File: src/rtl/fnn_pkg.sv
// Shared fixed-point definitions for the feed-forward neuron layers.
package fnn_pkg;

  localparam int DATA_W    = 16;
  localparam int FRAC_BITS = 12;
  // Working width for the final narrowing; wide enough for any accumulator we build.
  localparam int WIDE_W    = 64;

  typedef logic signed [DATA_W-1:0] fxp_t;

  typedef enum logic [1:0] {
    ST_COLLECT = 2'd0,
    ST_DRAIN   = 2'd1,
    ST_EMIT    = 2'd2
  } mac_state_e;

  // Drop 'width' fractional bits (arithmetic shift, rounds toward -inf) and clamp to fxp_t range.
  function automatic fxp_t sat_narrow(input logic signed [WIDE_W-1:0] acc, input int unsigned width);
    logic signed [WIDE_W-1:0] res;
    logic signed [WIDE_W-1:0] max_v;
    logic signed [WIDE_W-1:0] min_v;
    res   = acc >>> width;
    max_v = (64'sd1 <<< (DATA_W - 1)) - 64'sd1;
    min_v = -(64'sd1 <<< (DATA_W - 1));
    if (res > max_v) begin
      return max_v[DATA_W-1:0];
    end else if (res < min_v) begin
      return min_v[DATA_W-1:0];
    end else begin
      return res[DATA_W-1:0];
    end
  endfunction

endpackage

File: src/rtl/neuron_mac_unit_if.sv
// Activation stream, weight-memory read port and result port of one neuron.
interface neuron_mac_unit_if #(
  parameter int dataWidth    = fnn_pkg::DATA_W,
  parameter int addressWidth = 5
);

  logic                           in_valid;
  logic                           in_ready;
  logic signed [dataWidth-1:0]    in_data;
  logic                           w_ren;
  logic        [addressWidth-1:0] w_radd;
  logic signed [dataWidth-1:0]    w_data;
  logic                           out_valid;
  logic signed [dataWidth-1:0]    out_data;

  // Environment side: activation source, weight ROM and result sink.
  modport master (
    output in_valid, in_data, w_data,
    input  in_ready, w_ren, w_radd, out_valid, out_data
  );

  // Neuron side.
  modport slave (
    input  in_valid, in_data, w_data,
    output in_ready, w_ren, w_radd, out_valid, out_data
  );

endinterface

File: src/rtl/fxp_mult_reg.sv
// Registered signed multiplier with a valid tag; the product is held between tokens.
module fxp_mult_reg #(
  parameter int W = 16
) (
  input  logic                  clk,
  input  logic                  rst,
  input  logic                  in_valid,
  input  logic signed [W-1:0]   a,
  input  logic signed [W-1:0]   b,
  output logic                  out_valid,
  output logic signed [2*W-1:0] prod
);

  logic signed [2*W-1:0] prod_d, prod_q;
  logic                  valid_d, valid_q;
  logic signed [2*W-1:0] a_ext_s, b_ext_s;

  // Full-precision product of the current token, otherwise hold.
  always_comb begin
    a_ext_s = $signed({{W{a[W-1]}}, a});
    b_ext_s = $signed({{W{b[W-1]}}, b});
    valid_d = in_valid;
    if (in_valid) begin
      prod_d = a_ext_s * b_ext_s;
    end else begin
      prod_d = prod_q;
    end
  end

  // Product and valid registers.
  always_ff @(posedge clk) begin
    if (rst) begin
      prod_q  <= '0;
      valid_q <= 1'b0;
    end else begin
      prod_q  <= prod_d;
      valid_q <= valid_d;
    end
  end

  assign prod      = prod_q;
  assign out_valid = valid_q;

endmodule

File: src/rtl/neuron_mac_unit.sv
// One neuron: streams activations, fetches weights, accumulates, adds bias, saturates.
module neuron_mac_unit
  import fnn_pkg::*;
#(
  parameter int numWeight    = 30,
  parameter int addressWidth = $clog2(numWeight),
  parameter int dataWidth    = DATA_W,
  parameter int fracBits     = FRAC_BITS,
  parameter int accWidth     = 2*dataWidth + $clog2(numWeight) + 1
) (
  input  logic                        clk,
  input  logic                        rst,
  neuron_mac_unit_if.slave            bus,
  input  logic signed [dataWidth-1:0] bias,
  output logic                        busy
);

  // cnt must be able to reach numWeight itself.
  localparam int              CNT_W    = $clog2(numWeight + 1);
  localparam logic [CNT_W-1:0] CNT_NUM  = CNT_W'(numWeight);
  localparam logic [CNT_W-1:0] CNT_LAST = CNT_W'(numWeight - 1);
  localparam logic [CNT_W-1:0] CNT_ONE  = CNT_W'(1);

  mac_state_e                  state_d, state_q;
  logic [CNT_W-1:0]            cnt_d, cnt_q;
  logic signed [dataWidth-1:0] x_d, x_q;
  logic                        v1_d, v1_q;
  logic signed [accWidth-1:0]  acc_d, acc_q;
  logic [addressWidth-1:0]     w_radd_d, w_radd_q;
  logic                        out_valid_d, out_valid_q;
  logic signed [dataWidth-1:0] out_data_d, out_data_q;
  logic                        busy_d, busy_q;

  logic                        in_ready_s;
  logic                        accept_s;
  logic                        w_ren_s;
  logic [addressWidth-1:0]     w_radd_s;
  logic                        v2_s;
  logic signed [2*dataWidth-1:0] prod_s;
  logic signed [accWidth-1:0]  prod_ext_s;
  logic signed [accWidth-1:0]  bias_ext_s;
  logic signed [accWidth-1:0]  sum_s;
  logic signed [WIDE_W-1:0]    sum_wide_s;

  // Weight fetched for x_q arrives on w_data one cycle after the accept, aligned with v1.
  fxp_mult_reg #(.W(dataWidth)) u_mult (
    .clk       (clk),
    .rst       (rst),
    .in_valid  (v1_q),
    .a         (x_q),
    .b         (bus.w_data),
    .out_valid (v2_s),
    .prod      (prod_s)
  );

  // State register plus datapath registers.
  always_ff @(posedge clk) begin
    if (rst) begin
      state_q     <= ST_COLLECT;
      cnt_q       <= '0;
      x_q         <= '0;
      v1_q        <= 1'b0;
      acc_q       <= '0;
      w_radd_q    <= '0;
      out_valid_q <= 1'b0;
      out_data_q  <= '0;
      busy_q      <= 1'b0;
    end else begin
      state_q     <= state_d;
      cnt_q       <= cnt_d;
      x_q         <= x_d;
      v1_q        <= v1_d;
      acc_q       <= acc_d;
      w_radd_q    <= w_radd_d;
      out_valid_q <= out_valid_d;
      out_data_q  <= out_data_d;
      busy_q      <= busy_d;
    end
  end

  // Next state: leave DRAIN once the last product is in flight to the accumulator.
  always_comb begin
    state_d = state_q;
    case (state_q)
      ST_COLLECT: begin
        if (accept_s && (cnt_q == CNT_LAST)) begin
          state_d = ST_DRAIN;
        end else begin
          state_d = ST_COLLECT;
        end
      end
      ST_DRAIN: begin
        if (!v1_q) begin
          state_d = ST_EMIT;
        end else begin
          state_d = ST_DRAIN;
        end
      end
      ST_EMIT: begin
        state_d = ST_COLLECT;
      end
      default: begin
        state_d = ST_COLLECT;
      end
    endcase
  end

  // FSM outputs: ready, accept and the combinational weight read request.
  always_comb begin
    in_ready_s = 1'b0;
    if (rst) begin
      in_ready_s = 1'b0;
    end else if ((state_q == ST_COLLECT) && (cnt_q < CNT_NUM)) begin
      in_ready_s = 1'b1;
    end else begin
      in_ready_s = 1'b0;
    end
    accept_s = bus.in_valid && in_ready_s;
    w_ren_s  = accept_s;
    if (accept_s) begin
      w_radd_s = cnt_q[addressWidth-1:0];
    end else begin
      w_radd_s = w_radd_q;
    end
  end

  // Datapath: capture activation, accumulate products, narrow the biased sum on EMIT.
  always_comb begin
    prod_ext_s = $signed({{(accWidth-2*dataWidth){prod_s[2*dataWidth-1]}}, prod_s});
    bias_ext_s = $signed({{(accWidth-dataWidth){bias[dataWidth-1]}}, bias}) <<< fracBits;
    sum_s      = acc_q + bias_ext_s;
    sum_wide_s = $signed({{(WIDE_W-accWidth){sum_s[accWidth-1]}}, sum_s});
    v1_d       = accept_s;
    w_radd_d   = w_radd_s;

    if (accept_s) begin
      x_d = bus.in_data;
    end else begin
      x_d = x_q;
    end

    if (accept_s) begin
      cnt_d = cnt_q + CNT_ONE;
    end else if (state_q == ST_EMIT) begin
      cnt_d = '0;
    end else begin
      cnt_d = cnt_q;
    end

    if (state_q == ST_EMIT) begin
      acc_d = '0;
    end else if (v2_s) begin
      acc_d = acc_q + prod_ext_s;
    end else begin
      acc_d = acc_q;
    end

    if (state_q == ST_EMIT) begin
      out_valid_d = 1'b1;
      out_data_d  = sat_narrow(sum_wide_s, fracBits);
    end else begin
      out_valid_d = 1'b0;
      out_data_d  = out_data_q;
    end

    if (state_q == ST_EMIT) begin
      busy_d = 1'b0;
    end else if (accept_s) begin
      busy_d = 1'b1;
    end else begin
      busy_d = busy_q;
    end
  end

  assign bus.in_ready  = in_ready_s;
  assign bus.w_ren     = w_ren_s;
  assign bus.w_radd    = w_radd_s;
  assign bus.out_valid = out_valid_q;
  assign bus.out_data  = out_data_q;
  assign busy          = busy_q;

endmodule

File: src/flat_wrapper.sv
// flat-port wrapper written by rule: the top's interface ports become plain ports
module neuron_mac_unit_flat import fnn_pkg::*;
#(
  parameter int numWeight    = 30,
  parameter int addressWidth = $clog2(numWeight),
  parameter int dataWidth    = DATA_W,
  parameter int fracBits     = FRAC_BITS,
  parameter int accWidth     = 2*dataWidth + $clog2(numWeight) + 1
)
  (clk, rst, bias, busy, bus_in_valid, bus_in_data, bus_w_data, bus_in_ready, bus_w_ren, bus_w_radd, bus_out_valid, bus_out_data);
  neuron_mac_unit_if #(.dataWidth(dataWidth), .addressWidth(addressWidth)) bus_i ();
  input  logic clk;
  input  logic rst;
  input  logic signed [dataWidth-1:0] bias;
  output logic busy;
  input wire logic [$bits(bus_i.in_valid)-1:0] bus_in_valid;
  input wire logic [$bits(bus_i.in_data)-1:0] bus_in_data;
  input wire logic [$bits(bus_i.w_data)-1:0] bus_w_data;
  output wire logic [$bits(bus_i.in_ready)-1:0] bus_in_ready;
  output wire logic [$bits(bus_i.w_ren)-1:0] bus_w_ren;
  output wire logic [$bits(bus_i.w_radd)-1:0] bus_w_radd;
  output wire logic [$bits(bus_i.out_valid)-1:0] bus_out_valid;
  output wire logic [$bits(bus_i.out_data)-1:0] bus_out_data;
  assign bus_i.in_valid = bus_in_valid;
  assign bus_i.in_data = bus_in_data;
  assign bus_i.w_data = bus_w_data;
  assign bus_in_ready = bus_i.in_ready;
  assign bus_w_ren = bus_i.w_ren;
  assign bus_w_radd = bus_i.w_radd;
  assign bus_out_valid = bus_i.out_valid;
  assign bus_out_data = bus_i.out_data;
  neuron_mac_unit #(.numWeight(numWeight), .addressWidth(addressWidth), .dataWidth(dataWidth), .fracBits(fracBits), .accWidth(accWidth)) u_core (.clk(clk), .rst(rst), .bus(bus_i), .bias(bias), .busy(busy));
endmodule
File: config.mk
export PLATFORM = sky130hd
export DESIGN_NAME = neuron_mac_unit_flat
export DESIGN_NICKNAME = d
export VERILOG_FILES = /design/src/rtl/fnn_pkg.sv /design/src/rtl/neuron_mac_unit_if.sv /design/src/rtl/fxp_mult_reg.sv /design/src/rtl/neuron_mac_unit.sv /design/src/flat_wrapper.sv
export SDC_FILE = /design/constraint.sdc
export NUM_CORES = 1
export LEC_CHECK = 0
export ABC_AREA = 1
export CORE_ASPECT_RATIO = 0.8
export CORE_MARGIN = 2
export CORE_UTILIZATION = 42
export CTS_CLUSTER_DIAMETER = 120
export DETAILED_ROUTE_END_ITERATION = 10
export DONT_BUFFER_PORTS = 1
export GPL_TIMING_DRIVEN = 0
export PLACE_DENSITY_LB_ADDON = 0.1
export SLEW_MARGIN = 10
export SYNTH_ARGS = -nofsm -noshare
export SYNTH_HDL_FRONTEND = slang
export SYNTH_SLANG_ARGS = --single-unit
File: constraint.sdc
create_clock -name clk -period 8.35 [get_ports clk]
set_input_delay 1.67 -clock clk [delete_from_list [all_inputs] [get_ports clk]]
set_output_delay 1.67 -clock clk [all_outputs]
set_load 0.005 [all_outputs]
# --- Word level (Yosys, flattened, before mapping) ---
# Index checks and enable logic that the tools add are counted.
classes:
  mul: 1
  mux: 11
  eq_ne: 3
  addsub: 3
  order_cmp: 3
  reduce_logical: 6
op_table:
  columns: ["operator", "n"]
  rows:
  - ["38-bit by 28-bit adder with 38-bit output", 1]
  - ["38-bit by 32-bit adder with 38-bit output", 1]
  - ["16-bit by 16-bit multiplier with 32-bit output", 1]
  - ["16-bit 2-to-1 mux", 2]
  - ["26-bit by 16-bit greater-than comparator with 1-bit output (second input constant)", 1]
  - ["26-bit by 16-bit < comparator with 1-bit output (second input constant)", 1]
  - ["5-bit 2-to-1 mux", 3]
  - ["5-bit by 1-bit adder with 5-bit output (second input constant)", 1]
  - ["5-bit equality test (second input constant)", 1]
  - ["5-bit < comparator (second input constant)", 1]
  - ["1-bit 2-to-1 mux", 4]
  - ["2-bit one-hot mux with 2 select lines", 1]
  - ["1-bit logical AND", 3]
  - ["2-bit by 1-bit equality test with 1-bit output (second input constant)", 1]
  - ["2-bit equality test (second input constant)", 1]
  - ["2-bit zero test", 1]
  - ["2-bit 2-to-1 mux", 1]
  - ["2-bit nonzero test", 1]
  - ["2-bit OR reduction", 1]
totals:
  word_cells: 38
  register_bits: 118
  input_bits: 51

# --- Longest topological paths before layout ---
logic_depth:
  depth_word: 8
  mapped_depth: 28
  mapped_depth_nobuf: 26

# --- Cells and area by module ---
# From an unflattened synthesis, not the netlist that was laid out.
hier_totals:
  hier_cells: 2940
  hier_area_um2: 19799.0
modules_own_cells:
  columns: ["module", "n_inst", "area_each_um2", "seq_area_each_um2", "cells_each"]
  rows:
  - ["fxp_mult_reg", 1, 12210.5, 660.6, 1690]
  - ["neuron_mac_unit", 1, 7588.5, 1701.6, 1250]

# --- Worst setup path after synthesis ---
# No wires, ideal clock.
synth_timing:
  path_kind: "input to register"
  startpoint: "input bus_w_data[3]"
  endpoint: "register u_core.u_mult.prod_q[27] (netlist: u_core.u_mult.prod[27])"
  path_stages: 20
  t_arrival_ns: 7.099
  setup_slack_ns: 1.176
  required_time_ns: 8.276
  n_path_buf: 2
  path_cell_list: "clkbuf_1 -> clkbuf_1 -> nand2_1 -> inv_1 -> fa_1 -> fa_1 -> fa_1 -> fa_1 -> fa_1 -> inv_1 -> fa_1 -> inv_1 -> ha_1 -> nand2_1 -> nor4_1 -> nand3_1 -> o21ai_0 -> a21oi_1 -> xor2_1 -> o21ai_0"
synth_between:
  elab_chain_len: 1
synth_lines:
  columns: ["item", "line_no", "text"]
  rows:
  - ["from (decl)", "flat_wrapper.sv:18", "input wire logic [$bits(bus_i.w_data)-1:0] bus_w_data;"]
  - ["16-bit by 16-bit multiplier with 32-bit output", "fxp_mult_reg.sv:24", "prod_d = a_ext_s * b_ext_s;"]
  - ["to (signal assigned)", "fxp_mult_reg.sv:36", "prod_q <= prod_d;"]
  - ["to (decl)", "fxp_mult_reg.sv:14", "logic signed [2*W-1:0] prod_d, prod_q;"]
# Every way passes these cells.
# A chain may end at the register's enable or synchronous reset.

# --- Worst setup path after layout ---
layout_timing:
  startpoint: "input bus_w_data[7]"
  endpoint: "register u_core.u_mult.prod_q[26] (netlist: u_core.u_mult.prod[26])"
# Same word-level chain as after synthesis.

==> flow_metrics.env <==
export IMPL_synthCells=2749
export IMPL_power_density_nw_per_um2=171
export IMPL_fp_dieH_um=195
export IMPL_worstPathArrival_ns=8.20
export IMPL_num_rows=69
export IMPL_synthTopCellsByArea="fa_1 (28%), nand2_1 (14%), inv_1 (13%), dfxtp_1 (12%), ha_1 (9.6%)"
export IMPL_yosys_area_share_simple_pct=22.6
export IMPL_hpwl_um=52500
export IMPL_initial_core_util_pct=42.8
export IMPL_fin_cells=3384
export IMPL_pin_count=76
export IMPL_gp_congestion=0.967
export IMPL_hp_class="reg -> reg"
export IMPL_clk_pin_slew_ns=0.06
export IMPL_synth_edff_count=0
export IMPL_post_route_drc_count=0
export IMPL_dr_first_iter_drc_count=1510
export IMPL_layout_drive_gt1_share_pct=3.20
export IMPL_syn_avg_cell_area_sq_um=6.96
export IMPL_synth_cell_area_sq_um=19100
export IMPL_grt_pass1_vias=17200
export IMPL_fin_nets=3229
export IMPL_via_per_inst=5.06
export IMPL_die_w_um=243
export IMPL_track_usage_pct=26.7
export IMPL_setup_viol=0
export IMPL_synth_compound_area_share_pct=9.64
export IMPL_synthArstFlopShare_pct=0
export IMPL_startpoint_type="input pin"
export IMPL_p_seq_share_pct=19.7
export IMPL_ys_ff_latch=118
export IMPL_cts_max_path_buffers=2
export IMPL_cts_root_buf="clkbuf_16"
export IMPL_p_sw_share_pct=48.9
export IMPL_regArea_sq_um=2360
export IMPL_critPathCapture="u_core.u_mult.prod[26]$_SDFFE_PP0P_"
export IMPL_p_leak_uw=0.0116
export IMPL_synthMuxAreaShare_pct=0
export IMPL_synth_top_family_by_area="adder cells"
export IMPL_synth_adder_area_share_pct=37.2
export IMPL_cts_htree_levels=4
export IMPL_holdWs_ns=0.467
export IMPL_path_common_cell="fa_1"
export IMPL_port_buffer_count=0
export IMPL_max_cap_violations=0
export IMPL_status="complete, no violations"
export IMPL_yosys_warnings=0
export IMPL_seq_area_frac_synth_pct=12.4
export IMPL_worstMarginPinSlew_ns=1.01
export IMPL_ir_drop_v=0.000150
export IMPL_slew_headroom_pct=32.8
export IMPL_avgRoutedWirePerCell_um=17.8
export IMPL_cpMaxStageDelayCell="fa_1"
export IMPL_fin_crit_sh_pct=94.5
export IMPL_ys_flop_type="dfxtp_1"
export IMPL_critPathMaxStageDelay_ns=0.57
export IMPL_crit_buf_inv=5
export IMPL_firstDrtPassIters=5
export IMPL_path_depth=21
export IMPL_finClkSkew_ns=0.0106
export IMPL_grt_pass1_wl_um=96400
export IMPL_p_int_uw=1790
export IMPL_path_max_fanout=10
export IMPL_cts_num_sinks=118
export IMPL_clock_latency_ns=0.45
export IMPL_reg2reg_depth=20
export IMPL_cts_tree="yes"
export IMPL_antenna_found_initial=1
export IMPL_synth_xor_area_share_pct=2.84
export IMPL_synth_top_cell_by_area="fa_1"
export IMPL_totalWireLength_um=60300
export IMPL_core_area_sq_um=44600
export IMPL_regToRegSetupSlack_ns=0.81
export IMPL_numCtsBuffers=17
export IMPL_antenna_left=0
export IMPL_synth_top_area_share_pct=27.6
export IMPL_crit_family="adder cells"
export IMPL_multi_input_area_sq_um=13800
export IMPL_hold_buffers=0
export IMPL_synthesis_nets=3210
export IMPL_period_needed_ns=7.89
export IMPL_vias=17100
export IMPL_grt_overflow=0
export IMPL_rr_startpoint="u_core.x_q[15]$_SDFFE_PP0P_"
export IMPL_grt_max_degree=17
export IMPL_rsz0062_at_grt="false"
export IMPL_p_clk_share_pct=20.6
export IMPL_fin_util_pct=45.8
export IMPL_placedCellCount=3352
export IMPL_max_freq_mhz=127
export IMPL_critical_path_required_ns=8.66
export IMPL_synth_cell_types=48
export IMPL_reg2reg_to="u_core.u_mult.prod[27]$_SDFFE_PP0P_"
export IMPL_slew_violations=0
export IMPL_hold_violations=0
export IMPL_critPathLaunch="bus_w_data[7]"
export IMPL_die_area_sq_um=47300
export IMPL_combPwrFrac_pct=59.7
export IMPL_p_switching_uw=1720
export IMPL_fillerInstances=4725
export IMPL_crit_chain="clkbuf_1, clkbuf_1, nand2_1, fa_1, inv_1, fa_1, fa_1, fa_1, fa_1, inv_1, fa_1, inv_1, ha_1, a21oi_1, o21ai_0, a21oi_1, nand3_1, a21o_1, a21oi_1, xor2_1, o21ai_0"
export IMPL_areaGrowthSynthToFinish_pct=7.03
export IMPL_crit_type="in -> reg"
export IMPL_end_kind="register"
[cell families (layout without fill, tap and decap cells)]
logic type / count (synthesis) / in the layout
AOI/OAI and AO/OA: 326 / 326
xor gates and xnor gates: 62 / 62
adders and majority gates: 410 / 410
buffers and inverters: 777 / 808
DFF: 118 / 118
other: 0 / 1
and+or+nand+nor: 1056 / 1056
[cells in the mapped netlist (13+ instances only)]
cell and instances:
nand2_1 736, inv_1 681, fa_1 264, nor2_1 183
ha_1 146, a21oi_1 138, dfxtp_1 118, o21ai_0 103
clkbuf_1 83, nand3_1 57, xor2_1 37, xnor2_1 25
nand4_1 21, a21o_1 15, nand2_2 13, o211ai_1 13
[area by class of cell]
class	instances	share of cell area, %
diodes	1	0.0122
clock buffers	19	2.16
plain buffers	91	1.80
multi-input cells	1854	67.6
well taps	603	3.69
flip-flops and latches	118	11.5
inverters	686	12.6
clock inverters	12	0.636
[sequential cells by signal, summed over array words and instances, names as in the netlist]
name and flops:
u_core.u_mult.out_valid 1, u_core.acc_q 38, u_core.busy 1, u_core.v1_q 1, u_core.u_mult.prod 32, u_core.state_q 2
u_core.bus.out_valid 1, u_core.bus.out_data 16, u_core.x_q 16, u_core.w_radd_q 5, u_core.cnt_q 5
[power by group through the flow]
stage | clock [uW] | combinational, uW | sequential, uW
2_1_floorplan | 0 | 1530 | 662
3_3_place_gp | 0 | 2050 | 701
3_5_place_dp | 0 | 2050 | 701
4_1_cts | 736 | 2070 | 690
5_1_grt | 754 | 2420 | 692
6_report | 724 | 2090 | 689
[per-stage QoR]
| step | worst slack, ns | setup TNS [ns] | cell area (sq um) | total power, uW |
|---|---|---|---|---|
| after floorplan | 1.18 | 0 | 19100 | 2190 |
| after global routing | 0.0482 | 0 | 20500 | 3870 |
| after CTS | 0.128 | 0 | 20400 | 3500 |
| final | 0.457 | 0 | 20500 | 3510 |
| after detailed placement | -0.316 | -0.513 | 19900 | 2750 |
| after global placement | -0.435 | -0.732 | 19900 | 2750 |
[layer usage]
layer | up-vias | wire, um | part of all wire [%] | global-route usage [%]
met5 | - | 0 | 0 | 0
met4 | 0 | 603 | 1.0 | 3.96
met3 | 48 | 6870 | 11 | 8.74
met2 | 650 | 23100 | 38 | 36.9
met1 | 8162 | 29700 | 49 | 40.7
li1 | 8247 | - | - | -
[repair_timing]
item	in CTS	in global routing
gates resized for setup	0	7
setup buffers	0	0
setup endpoints to repair	0	3
[how the worst min path moves through the flow]
stage	cells past startpoint	slack, ns	to	from
floorplan	2	0.43	u_core.u_mult.prod[16]$_SDFFE_PP0P_	u_core.u_mult.prod[16]$_SDFFE_PP0P_
global placement	2	0.45	u_core.acc_q[0]$_SDFFE_PP0P_	u_core.acc_q[0]$_SDFFE_PP0P_
detailed placement	2	0.46	u_core.w_radd_q[0]$_SDFF_PP0_	u_core.w_radd_q[0]$_SDFF_PP0_
CTS	2	0.47	u_core.w_radd_q[0]$_SDFF_PP0_	u_core.w_radd_q[0]$_SDFF_PP0_
global route	2	0.49	u_core.bus.out_data[9]$_SDFFE_PP0P_	u_core.bus.out_data[9]$_SDFFE_PP0P_
finish	2	0.47	u_core.w_radd_q[0]$_SDFF_PP0_	u_core.w_radd_q[0]$_SDFF_PP0_
[layout by cell type, fill, tap and decap left out, types with 11 or more instances in the layout]
master       n
xnor2_1     25
nand2_2     13
nand4_1     21
nor2_1     183
inv_1      681
xor2_1      37
nand2_1    736
dfxtp_1    118
a21o_1      15
nand3_1     57
o21bai_1    11
clkbuf_1    82
ha_1       146
o21ai_0    102
fa_1       264
a31oi_1     11
clkbuf_16   17
a21oi_1    138
o211ai_1    13
[worst register-to-register path, stage by stage, from the launching register on]
cell and delay (ns):
dfxtp_1 0.31, clkbuf_1 0.67, clkbuf_1 0.60, nand2_1 0.19, inv_1 0.12, fa_1 0.59
fa_1 0.86, fa_1 0.51, fa_1 0.51, fa_1 0.49, inv_1 0.05, fa_1 0.47
inv_1 0.04, ha_1 0.36, nand2_1 0.15, nor4_2 0.51, nand3_1 0.12, o21ai_1 0.42
a21oi_1 0.16, xor2_1 0.19, o21ai_0 0.09
No activity file was read; power rests on OpenSTA's default activity.
